File: src/rtl/indirect_access_ctrl.sv
// Indirect register window: ADDR/DATA/CTRL host registers driving a
// request/acknowledge target port with auto-increment, prefetch and watchdog.
module indirect_access_ctrl #(
   parameter int         ADDR_BITS       = 32,
   parameter int         DATA_BITS       = 32,
   parameter int         BE_BITS         = DATA_BITS / 8,
   parameter logic [7:0] REG_ADDR_OFFSET = 8'h0,
   parameter logic [7:0] REG_DATA_OFFSET = 8'h4,
   parameter logic [7:0] REG_CTRL_OFFSET = 8'h8,
   parameter int         ADDR_STEP       = 1,
   parameter int         TIMEOUT_BITS    = 8
) (
   input  logic                 clk,
   input  logic                 rst,
   input  logic [ADDR_BITS-1:0] wr_addr,
   input  logic [DATA_BITS-1:0] wr_din,
   input  logic [BE_BITS-1:0]   wr_be,
   input  logic                 wr_en,
   input  logic [ADDR_BITS-1:0] rd_addr,
   input  logic                 rd_en,
   output logic [DATA_BITS-1:0] rd_dout,
   output logic [DATA_BITS-1:0] ind_addr,
   output logic                 ind_req,
   output logic                 ind_we,
   output logic [DATA_BITS-1:0] ind_dout,
   input  logic [DATA_BITS-1:0] ind_din,
   input  logic                 ind_ack
);

   typedef enum logic [1:0] {IDLE, REQ, DONE} state_t;

   localparam logic [DATA_BITS-1:0] STEP = DATA_BITS'(ADDR_STEP);
   localparam logic [TIMEOUT_BITS-1:0] WD_LAST =
      {{(TIMEOUT_BITS-1){1'b1}}, 1'b0};

   state_t                  state;
   logic [DATA_BITS-1:0]    addr_q;
   logic [DATA_BITS-1:0]    wdata_q;
   logic [DATA_BITS-1:0]    rdata_q;
   logic                    autoinc_q;
   logic                    prefetch_q;
   logic                    tout_q;
   logic                    ovr_q;
   logic                    rvalid_q;
   logic [TIMEOUT_BITS-1:0] wd_cnt;

   logic                 busy;
   logic                 aw_hit, dw_hit, cw_hit;
   logic                 ar_hit, dr_hit, cr_hit;
   logic                 aw_pf, dr_go;
   logic                 ctl_lo, ctl_hi;
   logic                 ovr_set, tout_set;
   logic                 ovr_clr, tout_clr;
   logic [DATA_BITS-1:0] addr_wr, wdata_wr;
   logic [DATA_BITS-1:0] addr_new, dr_addr;
   logic [DATA_BITS-1:0] status;

   function automatic logic [DATA_BITS-1:0] merge(
      input logic [DATA_BITS-1:0] old_v,
      input logic [DATA_BITS-1:0] new_v,
      input logic [BE_BITS-1:0]   be
   );
      logic [DATA_BITS-1:0] m;
      m = old_v;
      for (int i = 0; i < BE_BITS; i++)
         if (be[i]) m[i*8 +: 8] = new_v[i*8 +: 8];
      return m;
   endfunction

   assign busy   = (state != IDLE);
   assign aw_hit = wr_en && (wr_addr == ADDR_BITS'(REG_ADDR_OFFSET));
   assign dw_hit = wr_en && (wr_addr == ADDR_BITS'(REG_DATA_OFFSET));
   assign cw_hit = wr_en && (wr_addr == ADDR_BITS'(REG_CTRL_OFFSET));
   assign ar_hit = rd_en && (rd_addr == ADDR_BITS'(REG_ADDR_OFFSET));
   assign dr_hit = rd_en && (rd_addr == ADDR_BITS'(REG_DATA_OFFSET));
   assign cr_hit = rd_en && (rd_addr == ADDR_BITS'(REG_CTRL_OFFSET));

   always_comb begin
      addr_wr  = merge(addr_q, wr_din, wr_be);
      wdata_wr = merge(wdata_q, wr_din, wr_be);
      addr_new = aw_hit ? addr_wr : addr_q;
      dr_addr  = autoinc_q ? addr_q + STEP : addr_q;
      // any same-cycle ADDR/DATA write takes priority over a DATA read
      aw_pf    = aw_hit && prefetch_q && !dw_hit;
      dr_go    = dr_hit && !dw_hit && !aw_hit;
      ctl_lo   = cw_hit && wr_be[0];
      ctl_hi   = cw_hit && wr_be[1];
      tout_clr = ctl_hi && wr_din[9];
      ovr_clr  = ctl_hi && wr_din[10];
      ovr_set  = (busy && (aw_hit || dw_hit || dr_hit)) ||
                 (!busy && dr_hit && (dw_hit || aw_hit));
      tout_set = (state == REQ) && !ind_ack && (wd_cnt == WD_LAST);
      status     = '0;
      status[0]  = autoinc_q;
      status[1]  = prefetch_q;
      status[8]  = busy;
      status[9]  = tout_q;
      status[10] = ovr_q;
      status[11] = rvalid_q;
   end

   always_ff @(posedge clk) begin
      if (rst) begin
         state      <= IDLE;
         addr_q     <= '0;
         wdata_q    <= '0;
         rdata_q    <= '0;
         autoinc_q  <= 1'b0;
         prefetch_q <= 1'b0;
         tout_q     <= 1'b0;
         ovr_q      <= 1'b0;
         rvalid_q   <= 1'b0;
         wd_cnt     <= '0;
         rd_dout    <= '0;
         ind_addr   <= '0;
         ind_req    <= 1'b0;
         ind_we     <= 1'b0;
         ind_dout   <= '0;
      end else begin
         unique case (1'b1)
            ar_hit:  rd_dout <= addr_q;
            dr_hit:  rd_dout <= rdata_q;
            cr_hit:  rd_dout <= status;
            default: rd_dout <= '0;
         endcase
         if (ctl_lo) begin
            autoinc_q  <= wr_din[0];
            prefetch_q <= wr_din[1];
         end
         ovr_q  <= ovr_set  | (ovr_q  & ~ovr_clr);
         tout_q <= tout_set | (tout_q & ~tout_clr);
         unique case (state)
            IDLE: begin
               wd_cnt <= '0;
               if (aw_hit) addr_q <= addr_wr;
               if (dw_hit) begin
                  wdata_q  <= wdata_wr;
                  ind_req  <= 1'b1;
                  ind_we   <= 1'b1;
                  ind_addr <= addr_new;
                  ind_dout <= wdata_wr;
                  state    <= REQ;
               end else if (aw_pf) begin
                  ind_req  <= 1'b1;
                  ind_we   <= 1'b0;
                  ind_addr <= addr_wr;
                  rvalid_q <= 1'b0;
                  state    <= REQ;
               end else if (dr_go) begin
                  addr_q <= dr_addr;
                  if (prefetch_q) begin
                     ind_req  <= 1'b1;
                     ind_we   <= 1'b0;
                     ind_addr <= dr_addr;
                     rvalid_q <= 1'b0;
                     state    <= REQ;
                  end
               end
            end
            REQ: begin
               if (ind_ack) begin
                  ind_req <= 1'b0;
                  state   <= DONE;
                  if (!ind_we) begin
                     rdata_q  <= ind_din;
                     rvalid_q <= 1'b1;
                  end
               end else if (wd_cnt == WD_LAST) begin
                  ind_req <= 1'b0;
                  state   <= DONE;
                  if (!ind_we) begin
                     rdata_q  <= '1;
                     rvalid_q <= 1'b1;
                  end
               end else begin
                  wd_cnt <= wd_cnt + 1'b1;
               end
            end
            DONE: begin
               state <= IDLE;
               if (ind_we && autoinc_q) addr_q <= addr_q + STEP;
            end
            default: state <= IDLE;
         endcase
      end
   end

endmodule
File: config.mk
export PLATFORM = sky130hd
export DESIGN_NAME = indirect_access_ctrl
export DESIGN_NICKNAME = d
export VERILOG_FILES = /design/src/rtl/indirect_access_ctrl.sv
export SDC_FILE = /design/constraint.sdc
export NUM_CORES = 1
export LEC_CHECK = 0
export ABC_AREA = 1
export CORE_UTILIZATION = 50
export DETAILED_ROUTE_END_ITERATION = 12
export PLACE_DENSITY_LB_ADDON = 0.05
export SLEW_MARGIN = 10
export SYNTH_ARGS = -nofsm -noshare
export SYNTH_HDL_FRONTEND = slang
export SYNTH_SLANG_ARGS = --single-unit
File: constraint.sdc
create_clock -name clk -period 2.6 [get_ports clk]
set_input_delay 0.26 -clock clk [delete_from_list [all_inputs] [get_ports clk]]
set_output_delay 0.26 -clock clk [all_outputs]
set_load 0.05 [all_outputs]
==> results.ini, run 1 <==
[run_status]
outcome = complete, no violations

[detailed_routing]
drt_pass1_iterations = 6
postRouteAntennaNets = 0
vias = 11900
vias_per_cell = 5.47
drc_errors = 0
drt_iter0_markers = 1323
drt_wl_total_um = 36800
wl_per_cell_um = 16.8

[flow_run]
max-cap-violations = 0

[critical_path]
reg2reg_to = ind_addr[27]
reg2reg_slack_ns = 0.30
end_kind = flip-flop
crit_path_start_kind = flip-flop
worst-setup-path-type = flip-flop to flip-flop
cpMostUsedCell = nand2_1
path_buf_inv = 1
r2r_start = addr_q[2]
r2r_cells = 11
crit_chain = nand3_1 -> inv_2 -> nand2_1 -> nor2_1 -> nand2_1 -> nand2_1 -> nand2_1 -> o21ai_1 -> nor2_1 -> nor3_1 -> nor2_1
critPathArrivalTime_ns = 2.63
path_max_fanout = 7
critPathMaxStageDelay_ns = 0.48
crit_required_ns = 2.92
path_delay_family = simple AND/OR/NAND/NOR gates
cp_slowest_cell = dfxtp_1

[timing]
post-route-worst-setup-slack_ns = 0.296
rsz0062_at_grt = no
layout_worst_path_cycle_share_pct = 88.6
period_needed_ns = 2.30
setup_tns_ns = 0
timing.fmax_mhz = 434
whs_ns = 0.143
fin_worst_skew_ns = 0.00933
setup_viol = 0
tightest_slew_ns = 1.20
final_max_slew_viol_count = 0
finalHoldViolCount = 0
max_slew_margin_pct = 19.7

[synthesis]
synth_top_cell_area_share_pct = 33.9
synth_cell_types = 45
synth_common_cells = 471 x nand2_1, 212 x nor2_1, 177 x dfxtp_1
synth_edf_count = 0
synth_nets = 1836
syn_area_per_cell_um2 = 6.16
synth_flop_cell = dfxtp_1
syn_area_mm2 = 0.0105
async_flop_share_pct = 0
ys_seq_elements = 177
yosysMostFrequentCell = nand2_1
syn_inst = 1696
yosysWarnings = 0
yosysTopAreaCell = dfxtp_1
synth_area_leaders = dfxtp_1 34%, nand2_1 17%, o21ai_0 8.2%
yosysSeqAreaShare_pct = 33.9

[cts]
h-tree-depth = 4
cts_buffers = 17
cts.sink_count = 177
clockRootBuffer = clkbuf_16
cts_resized = 0
post-cts-setup-buffer-count = 0
clk_path_buf_depth = 2
postCtsHoldBufs = 0
clk_pin_slew_ns = 0.07
cts_tree = built
clock_latency_ns = 0.44

[floorplan]
rows = 52
die_h_um = 147
ios = 235
core_area_mm2 = 0.0204
start_util_pct = 51.3
die_area_mm2 = 0.0215
fp.dieW_um = 147

[worst_hold_path]
hold_class = input pin to flip-flop
whs_path_depth = 4
min_from = rst
hold_end = rd_dout[9]

[finish]
final_nets = 2041
layout-drive-gt1-share_pct = 6.80
syn_to_final_growth_pct = 30.4
finalInstanceArea_mm2 = 0.0136
fillCellCount = 1906
diodes = 0

[power_and_ir_drop]
p_leak_nw = 5.51
power_density_mw_per_mm2 = 417
irDropWorstVdd_mv = 0.458

[grt]
grt_usage_pct = 34.3
grt_max_degree = 69
globalRouteOverflowTotal = 0
grt_pass1_vias = 10900
antenna_found_initial = 1
grt_pass1_wl_um = 58300

[placed_design]
hpwl_um = 27200
place_area_mm2 = 0.0131
io_buffers = 234
pre_cts_ws_ns = 0.149
gp_congestion = 0.954

==> kinds of logic after synthesis <==
group | after synthesis | synth area share, %
adders and majority gates | 3 | 0.359
xor gates and xnor gates | 11 | 0.922
AOI/OAI and AO/OA | 390 | 20.4
and+or+nand+nor | 857 | 34.2
DFF | 177 | 33.9
buffers and inverters | 258 | 10.2
==> worst reg2reg max path: stages (launching register included) <==
cell and delay [ns]:
dfxtp_1 0.48, nand3_1 0.18, inv_2 0.15, nand2_1 0.22, nor2_1 0.34, nand2_1 0.09
nand2_1 0.06, nand2_1 0.10, o21ai_1 0.17, nor2_1 0.06, nor3_1 0.26, nor2_1 0.07
==> stage by stage <==
| stage | util, % | cells | power [mW] |
|---|---|---|---|
| 5_1_grt | 66.9 | 2183 | 5.85 |
| 4_1_cts | 66.9 | 2183 | 5.69 |
| 3_5_place_dp | 64.2 | 2152 | 3.17 |
| 3_3_place_gp | 64.2 | 2152 | 3.17 |
| 2_1_floorplan | - | 1696 | 2.91 |
| 6_report | 66.9 | 2183 | 5.68 |
==> cell usage in the layout (no fill, tap or decap), types with 2 or more instances in the layout <==
| cell type | n |
|---|---|
| clkbuf_16 | 17 |
| nand2_1 | 471 |
| o22ai_1 | 11 |
| nand3b_1 | 3 |
| nor2_2 | 6 |
| xor2_1 | 9 |
| nand3_1 | 114 |
| clkinv_2 | 2 |
| nand2_2 | 5 |
| buf_12 | 5 |
| inv_2 | 9 |
| nand3_2 | 5 |
| nand2_4 | 3 |
| clkdlybuf4s50_1 | 233 |
| o21ai_1 | 24 |
| o211ai_1 | 5 |
| o221ai_1 | 3 |
| o21ai_0 | 171 |
| nand4_1 | 13 |
| nor2_4 | 2 |
| inv_6 | 6 |
| inv_1 | 156 |
| xnor2_1 | 2 |
| inv_8 | 4 |
| a211oi_2 | 16 |
| a31oi_1 | 2 |
| nor3_1 | 11 |
| a21oi_1 | 154 |
| clkinv_1 | 3 |
| or2_2 | 5 |
| dfxtp_1 | 177 |
| ha_1 | 3 |
| nor2_1 | 212 |
| buf_4 | 36 |
==> worst max path at each step <==
stage | start | end | cells past startpoint
6_report | addr_q[2] | ind_addr[27] | 11
5_1_grt | addr_q[5] | ind_addr[24] | 11
3_3_place_gp | wr_addr[23] | addr_q[0] | 12
2_1_floorplan | addr_q[0] | ind_addr[24] | 12
4_1_cts | addr_q[1] | ind_addr[24] | 12
3_5_place_dp | rd_addr[9] | addr_q[2] | 11
==> power breakdown <==
part,total (mW),internal (mW),leakage (nW),switching [mW]
Sequential,2.71,2.71,1.42,0.000000000697
Clock,2.56,1.27,0.276,1.29
Combinational,0.408,0.228,3.81,0.181
Total,5.68,4.21,5.51,1.47
==> layer usage <==
metal  vias up  track usage (%)  wire length [µm]
met5         -                0                12
met4         2             8.28               679
met3        58             6.94              3740
li1       5895                -                 -
met2       647             50.7             15600
met1      5337             50.5             16700
==> sequential cells by signal (all words and copies together) (netlist names), 2 cells and up <==
name / flops
rd_dout: 32
wdata_q: 32
ind_addr: 32
state: 2
wd_cnt: 8
addr_q: 32
rdata_q: 32
==> cell type report <==
class | instances | area [µm²] | area share (%)
sequential | 177 | 3540 | 26.0
inverter | 169 | 636 | 4.66
tap | 270 | 338 | 2.48
clock inverter | 14 | 135 | 0.992
clock buffer | 17 | 425 | 3.12
multi-input combinational | 1261 | 5840 | 42.9
timing repair buffer | 275 | 2710 | 19.9
Power figures use the tool's default switching activity.
==> inputs of run 2 (changes only) <==
Settings changed: CORE_ASPECT_RATIO set to 0.9.
==> run 2 against run 1 <==
Effect of this change: power is 1.3% higher; largest cell class unchanged; count of clock-buffer cells in the layout is the same; hold slack improved by 0.15 ns; register-to-register slack worse by 0.14 ns.
==> results.ini, run 2 (synthesis results as in run 1) <==
[critical_path]
worst-setup-path-type = flip-flop to flip-flop
cp_slowest_cell = dfxtp_1
path_buf_inv = 1  ; unchanged
path_delay_family = simple AND/OR/NAND/NOR gates
crit_path_start_kind = flip-flop
critPathMaxStageDelay_ns = 0.51  ; +0.03 ns
r2r_start = addr_q[2]
critPathArrivalTime_ns = 2.80  ; +0.17 ns
crit_required_ns = 2.96  ; +0.04 ns
reg2reg_slack_ns = 0.16  ; -0.14 ns
reg2reg_to = addr_q[17]
cp.depth = 10  ; -1
end_kind = flip-flop
path_max_fanout = 7  ; unchanged
r2r_cells = 10  ; -1
crit_chain = nand3_1 -> inv_2 -> nand2_1 -> nor2_2 -> nand4_1 -> nand3_1 -> nand2_1 -> nand2_1 -> nand3_1 -> a21oi_1

[timing]
layout_worst_path_cycle_share_pct = 93.9  ; +5.3 points
fin_worst_skew_ns = 0.0113  ; +0.00193 ns
tightest_slew_ns = 1.17  ; -0.0382 ns
setup_viol = 0  ; unchanged
max_slew_margin_pct = 22.2  ; +2.5 points
period_needed_ns = 2.44  ; +0.138 ns
timing.fmax_mhz = 410  ; -5.7%
final_max_slew_viol_count = 0  ; unchanged
finalHoldViolCount = 0  ; unchanged
setup_tns_ns = 0  ; unchanged
whs_ns = 0.295  ; +0.152 ns
rsz0062_at_grt = no

[grt]
use_met2_pct = 49.5  ; -1.3 points
grt_usage_pct = 34.4  ; +0.17 points
grt_busiest_layer = met1
globalRouteOverflowTotal = 0  ; unchanged
grt_max_degree = 104  ; +51%
grt_pass1_wl_um = 58300  ; about the same
grtUsageMet1_pct = 50.8  ; +0.32 points
grt_pass1_vias = 10800  ; -1.2%
groute.layer.met3.usage_pct = 8.91  ; +2.0 points
antenna_found_initial = 0  ; -1

[finish]
final_common_cell = nand2_1
final_nets = 2038  ; -0.15%
layout-drive-gt1-share_pct = 6.70  ; -0.094 points
diodes = 0  ; unchanged
syn_to_final_growth_pct = 30.3  ; about the same
layout_common_cells = 471 x nand2_1, 233 x clkdlybuf4s50_1, 211 x nor2_1

[power_and_ir_drop]
p_leak_nw = 5.51  ; about the same
power_density_mw_per_mm2 = 422  ; +1.3%
irDropWorstVdd_mv = 0.364  ; -20%

[detailed_routing]
drt_iter0_markers = 1708  ; +29%
drc_errors = 0  ; unchanged
vias = 12000  ; +0.74%
wl_per_cell_um = 17.0  ; +0.72%
drt_wl_total_um = 36700  ; -0.11%
vias_per_cell = 5.56  ; +1.6%
drt_pass1_iterations = 6  ; unchanged
postRouteAntennaNets = 0  ; unchanged

[cts]
clk_pin_slew_ns = 0.08  ; about the same
clock_latency_ns = 0.44  ; about the same
clk_path_buf_depth = 2  ; unchanged
cts_buffers = 17  ; unchanged
cts_tree = built
h-tree-depth = 4  ; unchanged
post-cts-setup-buffer-count = 0  ; unchanged
clockRootBuffer = clkbuf_16
cts.sink_count = 177  ; unchanged

[placed_design]
hpwl_um = 27100  ; -0.21%
gp_congestion = 1.01  ; +6.0%
io_buffers = 234  ; unchanged

[worst_hold_path]
hold_end = state[1]
hold_class = input pin to flip-flop
whs_path_depth = 2  ; -2
min_from = rst

[floorplan]
fp.dieW_um = 154  ; +5.3%
ios = 235  ; unchanged
core_area_mm2 = 0.0202  ; -0.65%
die_h_um = 139  ; -5.1%
die_area_mm2 = 0.0215  ; about the same
rows = 49  ; -5.8%
start_util_pct = 51.7  ; +0.34 points

[run_status]
outcome = complete, no violations

[flow_run]
max-cap-violations = 0  ; unchanged

run 2: what timing repair did:
action / CTS / global route
hold buffers: 0 / 0
endpoints found under the setup margin: 0 / 2
gates resized for setup: 0 / 1
run 2: per-layer routing:
layer  vias to the layer above  routed length, µm  share of wire, %
met5                         -                  0                 0
met4                         0                600               1.6
met3                        49               4440                12
met2                       697              15400                42
met1                      5392              16300                44
li1                       5889                  -                 -
run 2: worst register-to-register path, cell delays in order (launching register included):
cell	delay, ns
dfxtp_1	0.51
nand3_1	0.21
inv_2	0.14
nand2_1	0.26
nor2_2	0.34
nand4_1	0.16
nand3_1	0.12
nand2_1	0.15
nand2_1	0.10
nand3_1	0.18
a21oi_1	0.21
run 2: layout make-up:
class | instances | area, µm²
timing repair buffer | 272 | 2690
clock inverter | 14 | 168
clock buffer | 17 | 425
inverter | 169 | 636
fill | 1881 | 6610
sequential | 177 | 3540
tap | 255 | 319
multi-input combinational | 1261 | 5840
run 2: how the worst max path moves through the flow:
stage | endpoint | start | slack (ns)
after floorplan | ind_addr[24] | addr_q[0] | 0.83
after global placement | wdata_q[16] | wr_addr[21] | 0.11
after detailed placement | wdata_q[20] | wr_addr[23] | 0.04
after CTS | ind_addr[24] | addr_q[0] | 0.26
after global routing | ind_addr[23] | addr_q[2] | 0.02
final | addr_q[17] | addr_q[2] | 0.16
run 2: power by group:
| group | switching [mW] | leakage, nW | internal [mW] |
|---|---|---|---|
| clock network | 1.26 | 0.287 | 1.37 |
| registers | 0.000000000738 | 1.42 | 2.71 |
| logic | 0.181 | 3.80 | 0.226 |
run 2: per-stage QoR:
step	util (%)	cell area [µm²]	setup WS, ns	cells	power (mW)
floorplan	-	10500	0.833	1696	2.91
global placement	64.4	13000	0.110	2134	3.17
detailed placement	64.4	13000	0.0430	2134	3.17
CTS	67.3	13600	0.258	2165	5.78
global route	67.3	13600	0.0245	2165	5.93
finish	67.3	13600	0.158	2165	5.75
==> inputs of run 3 (changes only) <==
Settings changed: CAP_MARGIN set to 20, CTS_BUF_LIST set to sky130_fd_sc_hd__clkbuf_4.
==> run 3 against run 2 <==
Effect of this change: fmax rose by 1.2%; sequential cell count did not move; critical path depth did not move; via count fell by 0.69%; wire length fell by 0.50%; largest cell class unchanged.
==> results.ini, run 3 (synthesis results as in run 1) <==
[run_status]
outcome = complete, no violations

[floorplan]
core_area_mm2 = 0.0202  ; unchanged
die_area_mm2 = 0.0215  ; unchanged
rows = 49  ; unchanged
start_util_pct = 51.7  ; unchanged
ios = 235  ; unchanged
die_h_um = 139  ; unchanged
fp.dieW_um = 154  ; unchanged

[cts]
clock_latency_ns = 0.61  ; +0.17 ns
cts.sink_count = 177  ; unchanged
h-tree-depth = 4  ; unchanged
postCtsHoldBufs = 0  ; unchanged
clockRootBuffer = clkbuf_4
clk_pin_slew_ns = 0.18  ; +0.10 ns
clk_path_buf_depth = 2  ; unchanged
cts_tree = built
cts_buffers = 17  ; unchanged

[timing]
setup_tns_ns = 0  ; unchanged
setup_viol = 0  ; unchanged
final_max_slew_viol_count = 0  ; unchanged
period_needed_ns = 2.41  ; -0.0283 ns
rsz0062_at_grt = no
finalHoldViolCount = 0  ; unchanged
max_slew_margin_pct = 55.2  ; +33 points
timing.fmax_mhz = 414  ; +1.2%
tightest_slew_ns = 0.669  ; -0.496 ns
fin_worst_skew_ns = 0.0239  ; +0.0126 ns
layout_worst_path_cycle_share_pct = 92.8  ; -1.1 points

[finish]
fin_cells = 2167  ; +0.092%
layout_common_cells = 471 x nand2_1, 233 x clkdlybuf4s50_1, 212 x nor2_1
fillCellCount = 1917  ; +1.9%
syn_to_final_growth_pct = 27.8
layout-drive-gt1-share_pct = 6.75  ; +0.049 points
final_nets = 2039  ; +0.049%
final_common_cell = nand2_1
multi_input_area_mm2 = 0.00585  ; about the same
ff_latch_area_mm2 = 0.00354  ; unchanged
utilization_pct = 66.0  ; -1.3 points

[critical_path]
path_max_fanout = 7  ; unchanged
crit_path_start_kind = flip-flop
end_kind = flip-flop
critPathArrivalTime_ns = 2.93  ; +0.13 ns
cp_slowest_cell = dfxtp_1
crit_required_ns = 3.11  ; +0.15 ns
reg2reg_to = ind_addr[9]
path_buf_inv = 1  ; unchanged
crit_chain = nand3_1 -> inv_2 -> nand2_1 -> nor2_2 -> xor2_1 -> nand2_1 -> nand3_1 -> o21ai_0 -> nor2_1 -> nor2_1
reg2reg_slack_ns = 0.19  ; +0.03 ns
worst-setup-path-type = flip-flop to flip-flop
critPathMaxStageDelay_ns = 0.54  ; +0.03 ns
r2r_start = addr_q[2]
r2r_cells = 10  ; unchanged
path_delay_family = simple AND/OR/NAND/NOR gates

[grt]
globalRouteOverflowTotal = 0  ; unchanged
grt_pass1_vias = 10700  ; -0.54%
antenna_found_initial = 1  ; +1
grt_pass1_wl_um = 57800  ; -0.88%
grt_usage_pct = 34.2  ; -0.21 points
grt_max_degree = 104  ; unchanged

[placed_design]
hpwl_um = 27100  ; unchanged
gp_congestion = 1.01  ; unchanged
dp.cells = 2134  ; unchanged
io_buffers = 234  ; unchanged

[detailed_routing]
drt_iter0_markers = 1557  ; -8.8%
wl_per_cell_um = 16.9  ; -0.59%
vias_per_cell = 5.51  ; -0.78%
drt_wl_total_um = 36500  ; -0.50%
drt_pass1_iterations = 6  ; unchanged
postRouteAntennaNets = 0  ; unchanged
vias = 11900  ; -0.69%
drc_errors = 0  ; unchanged

[worst_hold_path]
min_from = rst
whs_path_depth = 2  ; unchanged
hold_class = input pin to flip-flop
hold_end = state[1]

[power_and_ir_drop]
irDropWorstVdd_mv = 0.329  ; -9.6%
switching_share_pct = 27.9  ; +2.7 points
intPower_mw = 3.46  ; -20%
switchingPower_mw = 1.34  ; -7.5%
seqPwrFrac_pct = 56.5  ; +9.4 points
power_density_mw_per_mm2 = 360  ; -15%
comb_power_share_pct = 8.5  ; +1.4 points
p_leak_nw = 5.39  ; -2.1%
p_clk_share_pct = 35.0  ; -11 points

[flow_run]
max-cap-violations = 0  ; unchanged

## run 3: cell types whose count changed in the layout (fill, tap and decap cells not counted)
cell / delta
clkbuf_16: -17
clkbuf_4: +17
buf_16: +1
diode_2: +1
nor2_1: +1
nor2_2: -1
o21ai_1: -1
o21ai_2: +1
## run 3: layout make-up
cell class	count	area share [%]
Multi-Input combinational cell	1261	43.8
Sequential cell	177	26.5
Timing Repair Buffer	273	20.3
Inverter	169	4.76
Tap cell	255	2.39
Clock inverter	14	1.26
Clock buffer	17	0.956
Antenna cell	1	0.0187
## run 3: stage by stage
stage	setup WS (ns)	power (mW)	area [µm²]	hold WS, ns
floorplan	0.833	2.91	10500	0.416
global placement	0.110	3.17	13000	0.432
detailed placement	0.0430	3.17	13000	0.436
CTS	0.236	4.82	13300	0.0609
global route	0.0150	4.97	13400	0.0753
finish	0.187	4.80	13400	0.0963
## run 3: worst max-delay path by stage
stage	end	cells after the start	startpoint	slack, ns
after global routing	ind_addr[26]	12	addr_q[0]	0.01
after global placement	wdata_q[16]	12	wr_addr[21]	0.11
final	ind_addr[9]	10	addr_q[2]	0.19
after CTS	ind_addr[24]	12	addr_q[0]	0.24
after detailed placement	wdata_q[20]	12	wr_addr[23]	0.04
after floorplan	ind_addr[24]	12	addr_q[0]	0.83
## run 3: what timing repair did
item	CTS	global route
setup endpoints to repair	0	1
hold endpoints to repair	0	0
gates resized for setup	0	1
setup buffers	0	0
## run 3: metal layers
metal | GRT usage (%) | wire length (µm) | vias up
met3 | 9.09 | 4360 | 47
met2 | 48.8 | 15200 | 694
li1 | - | - | 5893
met5 | 0 | 24 | -
met1 | 50.4 | 16400 | 5308
met4 | 8.96 | 552 | 2
## run 3: power by group through the flow
stage / Sequential [mW] / Combinational [mW] / Clock [mW]
after floorplan: 2.77 / 0.134 / 0
after global placement: 2.77 / 0.398 / 0
after detailed placement: 2.77 / 0.402 / 0
after CTS: 2.72 / 0.404 / 1.70
after global routing: 2.72 / 0.441 / 1.82
final: 2.71 / 0.408 / 1.68
